<file path="src/rtl/plru_alloc_if.sv">
// Allocation handshake bundle between a requester (master) and the
// PLRU allocation controller (slave): request/grant plus a held response.
interface plru_alloc_if #(
  parameter int ENTRIES = 8
);
  localparam int IdxW = $clog2(ENTRIES);

  logic            alloc_req;
  logic            alloc_gnt;
  logic            alloc_rsp_valid;
  logic            alloc_rsp_ready;
  logic [IdxW-1:0] alloc_idx;
  logic            alloc_evict;

  modport master (
    output alloc_req,
    output alloc_rsp_ready,
    input  alloc_gnt,
    input  alloc_rsp_valid,
    input  alloc_idx,
    input  alloc_evict
  );

  modport slave (
    input  alloc_req,
    input  alloc_rsp_ready,
    output alloc_gnt,
    output alloc_rsp_valid,
    output alloc_idx,
    output alloc_evict
  );
endinterface

</file>
<file path="src/rtl/plru_alloc_ctrl.sv">
// Entry allocation controller: tracks per-entry valid bits and a binary
// pseudo-LRU tree, grants the lowest free entry or the PLRU victim, and
// sequences a one-entry-per-cycle flush.
module plru_alloc_ctrl #(
  parameter int ENTRIES = 8
) (
  input  logic                        clk_i,
  input  logic                        rst_i,
  plru_alloc_if.slave                 alloc,
  input  logic                        touch_i,
  input  logic [$clog2(ENTRIES)-1:0]  touch_idx_i,
  input  logic                        inval_i,
  input  logic [$clog2(ENTRIES)-1:0]  inval_idx_i,
  input  logic                        flush_i,
  output logic                        busy_o,
  output logic [ENTRIES-1:0]          valid_o
);
  localparam int IdxW  = $clog2(ENTRIES);
  localparam int Nodes = ENTRIES - 1;

  localparam logic [0:0] ST_IDLE  = 1'b0;
  localparam logic [0:0] ST_FLUSH = 1'b1;

  // Follow node bits from the root; each bit selects the LRU half and
  // becomes the next index bit, MSB first.
  function automatic logic [IdxW-1:0] plru_leaf(input logic [Nodes-1:0] tree);
    int              n;
    logic [IdxW-1:0] leaf;
    n    = 0;
    leaf = '0;
    for (int l = 0; l < IdxW; l++) begin
      leaf[IdxW-1-l] = tree[n];
      n = 2 * n + 1 + int'(tree[n]);
    end
    return leaf;
  endfunction

  // Mark an entry as most recently used: every node on its path points
  // away from it.
  function automatic logic [Nodes-1:0] tree_use(input logic [Nodes-1:0] tree,
                                                input logic [IdxW-1:0]  idx);
    int               n;
    logic             b;
    logic [Nodes-1:0] t;
    n = 0;
    t = tree;
    for (int l = 0; l < IdxW; l++) begin
      b    = idx[IdxW-1-l];
      t[n] = ~b;
      n    = 2 * n + 1 + int'(b);
    end
    return t;
  endfunction

  logic [0:0]       state_q, state_d;
  logic [IdxW-1:0]  cnt_q, cnt_d;
  logic [ENTRIES-1:0] valid_q, valid_d;
  logic [Nodes-1:0] tree_q, tree_d;
  logic             rsp_valid_q, rsp_valid_d;
  logic [IdxW-1:0]  rsp_idx_q, rsp_idx_d;
  logic             rsp_evict_q, rsp_evict_d;

  logic             free_found;
  logic [IdxW-1:0]  free_idx;
  logic [IdxW-1:0]  victim;
  logic             gnt;

  // Lowest-index invalid entry, else the PLRU leaf, from registered state.
  always_comb begin
    free_found = 1'b0;
    free_idx   = '0;
    for (int i = ENTRIES - 1; i >= 0; i--) begin
      if (!valid_q[i]) begin
        free_found = 1'b1;
        free_idx   = IdxW'(i);
      end
    end
    victim = free_found ? free_idx : plru_leaf(tree_q);
  end

  // Grant only when idle, not flushing, and the response slot frees up.
  assign gnt = !rst_i && (state_q == ST_IDLE) && alloc.alloc_req && !flush_i &&
               (!rsp_valid_q || alloc.alloc_rsp_ready);

  assign alloc.alloc_gnt       = gnt;
  assign alloc.alloc_rsp_valid = rsp_valid_q;
  assign alloc.alloc_idx       = rsp_idx_q;
  assign alloc.alloc_evict     = rsp_evict_q;
  assign busy_o                = (state_q == ST_FLUSH);
  assign valid_o               = valid_q;

  // Next-state: touch then alloc on the tree, inval then alloc on valid
  // bits, response hold/clear, and the flush walk.
  always_comb begin
    state_d     = state_q;
    cnt_d       = cnt_q;
    valid_d     = valid_q;
    tree_d      = tree_q;
    rsp_valid_d = rsp_valid_q;
    rsp_idx_d   = rsp_idx_q;
    rsp_evict_d = rsp_evict_q;

    if (state_q == ST_IDLE) begin
      if (touch_i && valid_q[touch_idx_i]) begin
        tree_d = tree_use(tree_d, touch_idx_i);
      end
      if (inval_i) begin
        valid_d[inval_idx_i] = 1'b0;
      end
      if (gnt) begin
        tree_d          = tree_use(tree_d, victim);
        valid_d[victim] = 1'b1;
      end
      if (flush_i) begin
        state_d = ST_FLUSH;
        cnt_d   = '0;
      end
    end else begin
      valid_d[cnt_q] = 1'b0;
      cnt_d          = cnt_q + 1'b1;
      if (cnt_q == IdxW'(ENTRIES - 1)) begin
        tree_d  = '0;
        state_d = ST_IDLE;
      end
    end

    if (gnt) begin
      rsp_valid_d = 1'b1;
      rsp_idx_d   = victim;
      rsp_evict_d = valid_q[victim];
    end else if (alloc.alloc_rsp_ready) begin
      rsp_valid_d = 1'b0;
    end
  end

  // State registers; reset discards everything including a pending response.
  always_ff @(posedge clk_i or posedge rst_i) begin
    if (rst_i) begin
      state_q     <= ST_IDLE;
      cnt_q       <= '0;
      valid_q     <= '0;
      tree_q      <= '0;
      rsp_valid_q <= 1'b0;
      rsp_idx_q   <= '0;
      rsp_evict_q <= 1'b0;
    end else begin
      state_q     <= state_d;
      cnt_q       <= cnt_d;
      valid_q     <= valid_d;
      tree_q      <= tree_d;
      rsp_valid_q <= rsp_valid_d;
      rsp_idx_q   <= rsp_idx_d;
      rsp_evict_q <= rsp_evict_d;
    end
  end
endmodule

</file>
<file path="src/flat_wrapper.sv">
// flat-port wrapper written by rule: the top's interface ports become plain ports
module plru_alloc_ctrl_flat 
#(
  parameter int ENTRIES = 8
)
  (clk_i, rst_i, touch_i, touch_idx_i, inval_i, inval_idx_i, flush_i, busy_o, valid_o, alloc_alloc_req, alloc_alloc_rsp_ready, alloc_alloc_gnt, alloc_alloc_rsp_valid, alloc_alloc_idx, alloc_alloc_evict);
  plru_alloc_if #(.ENTRIES(ENTRIES)) alloc_i ();
  input  logic clk_i;
  input  logic rst_i;
  input  logic touch_i;
  input  logic [$clog2(ENTRIES)-1:0] touch_idx_i;
  input  logic inval_i;
  input  logic [$clog2(ENTRIES)-1:0] inval_idx_i;
  input  logic flush_i;
  output logic busy_o;
  output logic [ENTRIES-1:0] valid_o;
  input wire logic [$bits(alloc_i.alloc_req)-1:0] alloc_alloc_req;
  input wire logic [$bits(alloc_i.alloc_rsp_ready)-1:0] alloc_alloc_rsp_ready;
  output wire logic [$bits(alloc_i.alloc_gnt)-1:0] alloc_alloc_gnt;
  output wire logic [$bits(alloc_i.alloc_rsp_valid)-1:0] alloc_alloc_rsp_valid;
  output wire logic [$bits(alloc_i.alloc_idx)-1:0] alloc_alloc_idx;
  output wire logic [$bits(alloc_i.alloc_evict)-1:0] alloc_alloc_evict;
  assign alloc_i.alloc_req = alloc_alloc_req;
  assign alloc_i.alloc_rsp_ready = alloc_alloc_rsp_ready;
  assign alloc_alloc_gnt = alloc_i.alloc_gnt;
  assign alloc_alloc_rsp_valid = alloc_i.alloc_rsp_valid;
  assign alloc_alloc_idx = alloc_i.alloc_idx;
  assign alloc_alloc_evict = alloc_i.alloc_evict;
  plru_alloc_ctrl #(.ENTRIES(ENTRIES)) u_core (.clk_i(clk_i), .rst_i(rst_i), .alloc(alloc_i), .touch_i(touch_i), .touch_idx_i(touch_idx_i), .inval_i(inval_i), .inval_idx_i(inval_idx_i), .flush_i(flush_i), .busy_o(busy_o), .valid_o(valid_o));
endmodule
</file>
<file path="config.mk">
export PLATFORM = sky130hd
export DESIGN_NAME = plru_alloc_ctrl_flat
export DESIGN_NICKNAME = d
export VERILOG_FILES = /design/src/rtl/plru_alloc_if.sv /design/src/rtl/plru_alloc_ctrl.sv /design/src/flat_wrapper.sv
export SDC_FILE = /design/constraint.sdc
export NUM_CORES = 1
export LEC_CHECK = 0
export ABC_AREA = 1
export CORE_UTILIZATION = 40
export CTS_CLUSTER_SIZE = 24
export DETAILED_ROUTE_END_ITERATION = 16
export DONT_BUFFER_PORTS = 1
export PLACE_DENSITY_LB_ADDON = 0.05
export SLEW_MARGIN = 20
export SYNTH_ARGS = -nofsm -noshare
export SYNTH_HDL_FRONTEND = slang
export SYNTH_SLANG_ARGS = --single-unit
</file>
<file path="constraint.sdc">
create_clock -name clk_i -period 3.5 [get_ports clk_i]
set_input_delay 0.175 -clock clk_i [delete_from_list [all_inputs] [get_ports clk_i]]
set_output_delay 0.175 -clock clk_i [all_outputs]
set_load 0.02 [all_outputs]
</file>
==> results_dict.tcl <==
set metrics [dict create \
    outcome "complete, no violations" \
    die_h_microns 69.9 \
    ant_nets 0 \
    reg2reg_depth 12 \
    setup_tns_ns 0 \
    finalCriticalPeriod_ns 2.23 \
    viasPerCell 5.25 \
    seq_area_sq_um 601 \
    crit_start "rst_i" \
    regToRegEndpoint "u_core.tree_q[1]$_DFFE_PP0P_" \
    r2r_slack_ns 1.30 \
    synth_edf_count 0 \
    cp_max_fo 25 \
    finalSetupViolCount 0 \
    grt_usage 0.211 \
    fp-row-count 24 \
    instances_no_fill 323 \
    cp-endpoint "u_core.valid_o[7]$_DFF_PP0_" \
    cts_buffer_depth 2 \
    cts-resized-gates 0 \
    num_io_pins 28 \
    clk-insertion-delay-late_ns 0.27 \
    cts_buffers 3 \
    synth_cell_types 27 \
    timing.max_cap.violations 0 \
    sequentialPowerShare 0.403 \
    nets 297 \
    yosysTopAreaCell "dfrtp_1" \
    synthCells 268 \
    worstReg2RegStart "u_core.valid_o[6]$_DFF_PP0_" \
    p_sw_frac 0.491 \
    path_clk_slew_ns 0.09 \
    grt_setup_unrepaired "no" \
    gp_congestion 0.843 \
    worstPathArrival_ns 2.41 \
    fin_skew_ns 0.00295 \
    critPathLaunchType "primary input" \
    drc 0 \
    fillers 457 \
    drtIter0Drc 91 \
    clock.fmax_ghz 0.448 \
    synthTopCellsByCount "85 x nand2_1, 31 x inv_1, 27 x nand3_1, 24 x dfrtp_1, 15 x o21ai_0" \
    power.switching_mw 0.667 \
    post-synth-top-count-cell "nand2_1" \
    power_frac_comb 0.455 \
    dieWidth_microns 69.9 \
    dieArea_sq_um 4890 \
    cts.sinks 24 \
    required_ns 3.68 \
    wl_per_cell_microns 14.9 \
    hold_violations 0 \
    initial_core_util 0.421 \
    yosys.area.top_type_share 0.325 \
    syn_area_sq_um 1850 \
    first_pass_iters 4 \
    antenna_found_initial 0 \
    slew_headroom 0.612 \
    wl_microns 4810 \
    area_delta_synth_final_pct 6.03 \
    p_int_mw 0.692 \
    grt_pass1_vias 1632 \
    cts_tree "done" \
    worstSetupEndpointType "flip-flop" \
    grt-ovfl-total 0 \
    yosys_warnings 0 \
    grt_pass1_wl_microns 8050 \
    async_flop_share 1.00 \
    postSynthAreaPerCell_sq_um 6.89 \
    grt_max_degree 26 \
    powerDensity_nw_per_um2 694 \
    fin_crit_sh 0.637 \
    multi_input_area_sq_um 1060 \
    synth-main-ff-cell "dfrtp_1" \
    ys_seq_area_frac 0.325 \
    irDropWorstVdd_mv 0.444 \
    p_clk_frac 0.142 \
    leakage_nw 1.02 \
    ys_seq_elements 24 \
    dp_hpwl_microns 3700 \
    io_buffer_count 0 \
    dp.cells 318 \
    routed-via-count 1696 \
    synth_nets 293 \
    clock-root-buffer "clkbuf_8" \
    synthTopCellsByArea "dfrtp_1 33%, nand2_1 17%, ha_1 8.1%, nand3_1 7.3%, inv_1 6.3%" \
    core_area_sq_um 4380 \
    tightest_slew_ns 0.579 \
    cts_max_level 1 \
    drive_gt1_frac 0.0996 \
    antenna_cells 0 \
    hold_path.class "primary input to flip-flop" \
    worstSetupPathType "primary input to flip-flop" \
    maxSlewViolCount 0 \
]
## cells in the final DEF (no fill, tap or decap), drive strengths merged
cell | netlist | final
o22ai | 4 | 4
o21ai | 17 | 17
ha | 12 | 12
o21bai | 2 | 2
a21oi | 12 | 12
dfrtp | 24 | 24
nand3b | 1 | 1
nand2 | 93 | 93
nor3 | 2 | 2
dlygate4sd3 | 0 | 1
nor2 | 12 | 12
buf | 3 | 3
o31ai | 4 | 4
nand3 | 29 | 29
clkbuf | 2 | 4
clkinv | 1 | 1
nand4 | 5 | 5
a31oi | 3 | 3
inv | 38 | 38
o32ai | 1 | 1
o211ai | 3 | 3
## logic make-up after synthesis
group           Yosys count  synth area share
simple gates            142             0.346
flops                    24             0.325
fa+ha+maj                12            0.0813
buf+inv                  44             0.102
compound gates           46             0.146
## metrics by stage
step / utilization / setup WS (ns) / hold WS (ns) / power, mW / cell area [sq um]
global route: 0.447 / 0.987 / 0.0831 / 1.48 / 1960
CTS: 0.447 / 1.26 / 0.0587 / 1.37 / 1960
detailed placement: 0.432 / 1.30 / 0.144 / 1.17 / 1890
global placement: 0.432 / 1.28 / 0.144 / 1.18 / 1890
finish: 0.447 / 1.27 / 0.0637 / 1.36 / 1960
floorplan: - / 1.61 / 0.198 / 1.00 / 1850
## critical path: stages
cell,delay (ns)
dlygate4sd3_1,0.53
inv_1,0.05
buf_4,0.31
nand4_1,0.44
inv_2,0.37
nand2_1,0.13
inv_1,0.10
nand3_1,0.10
a31oi_1,0.20
## metal layers
layer / global-route usage / wire, microns / vias to the layer above
met4: 0.0667 / 61 / 0
met5: 0 / 0 / -
met2: 0.319 / 2120 / 56
li1: - / - / 881
met1: 0.309 / 2270 / 754
met3: 0.0289 / 353 / 5
## sequential cells by signal (all words and copies together) (netlist names)
signal / cells
u_core.valid_o: 8
u_core.tree_q: 7
u_core.alloc.alloc_idx: 3
u_core.cnt_q: 3
u_core.alloc.alloc_evict: 1
u_core.alloc.alloc_rsp_valid: 1
u_core.busy_o: 1
## final cells by class
class                   count  area share
well taps                  52      0.0332
inverters                  39      0.0748
repair buffers              4      0.0166
clock buffers               4      0.0281
flip-flops and latches     24       0.307
multi-input cells         200       0.541
## worst min path at each step
stage / from / to / slack [ns] / cells past startpoint
floorplan: rst_i / u_core.alloc.alloc_evict$_DFFE_PP0P_ / 0.20 / 1
global placement: rst_i / u_core.alloc.alloc_evict$_DFFE_PP0P_ / 0.14 / 2
detailed placement: rst_i / u_core.alloc.alloc_idx[2]$_DFFE_PP0P_ / 0.14 / 2
CTS: alloc_alloc_rsp_ready / u_core.alloc.alloc_rsp_valid$_DFFE_PP0P_ / 0.06 / 3
global route: alloc_alloc_rsp_ready / u_core.alloc.alloc_rsp_valid$_DFFE_PP0P_ / 0.08 / 3
finish: alloc_alloc_rsp_ready / u_core.alloc.alloc_rsp_valid$_DFFE_PP0P_ / 0.06 / 3
## power groups by stage
stage	logic [mW]	clock network (mW)	registers, mW
after floorplan	0.480	0	0.525
after global placement	0.623	0	0.552
after detailed placement	0.617	0	0.553
after CTS	0.622	0.204	0.547
after global routing	0.713	0.207	0.563
final	0.618	0.193	0.547
## timing repair
| item | 4_1_cts | 5_1_grt |
|---|---|---|
| hold endpoints to repair | 24 | 0 |
| hold buffers | 1 | 0 |
| endpoints found under the setup margin | 0 | 0 |
| setup buffers | 0 | 0 |
Note: power is estimated with default switching activity, not from simulation.
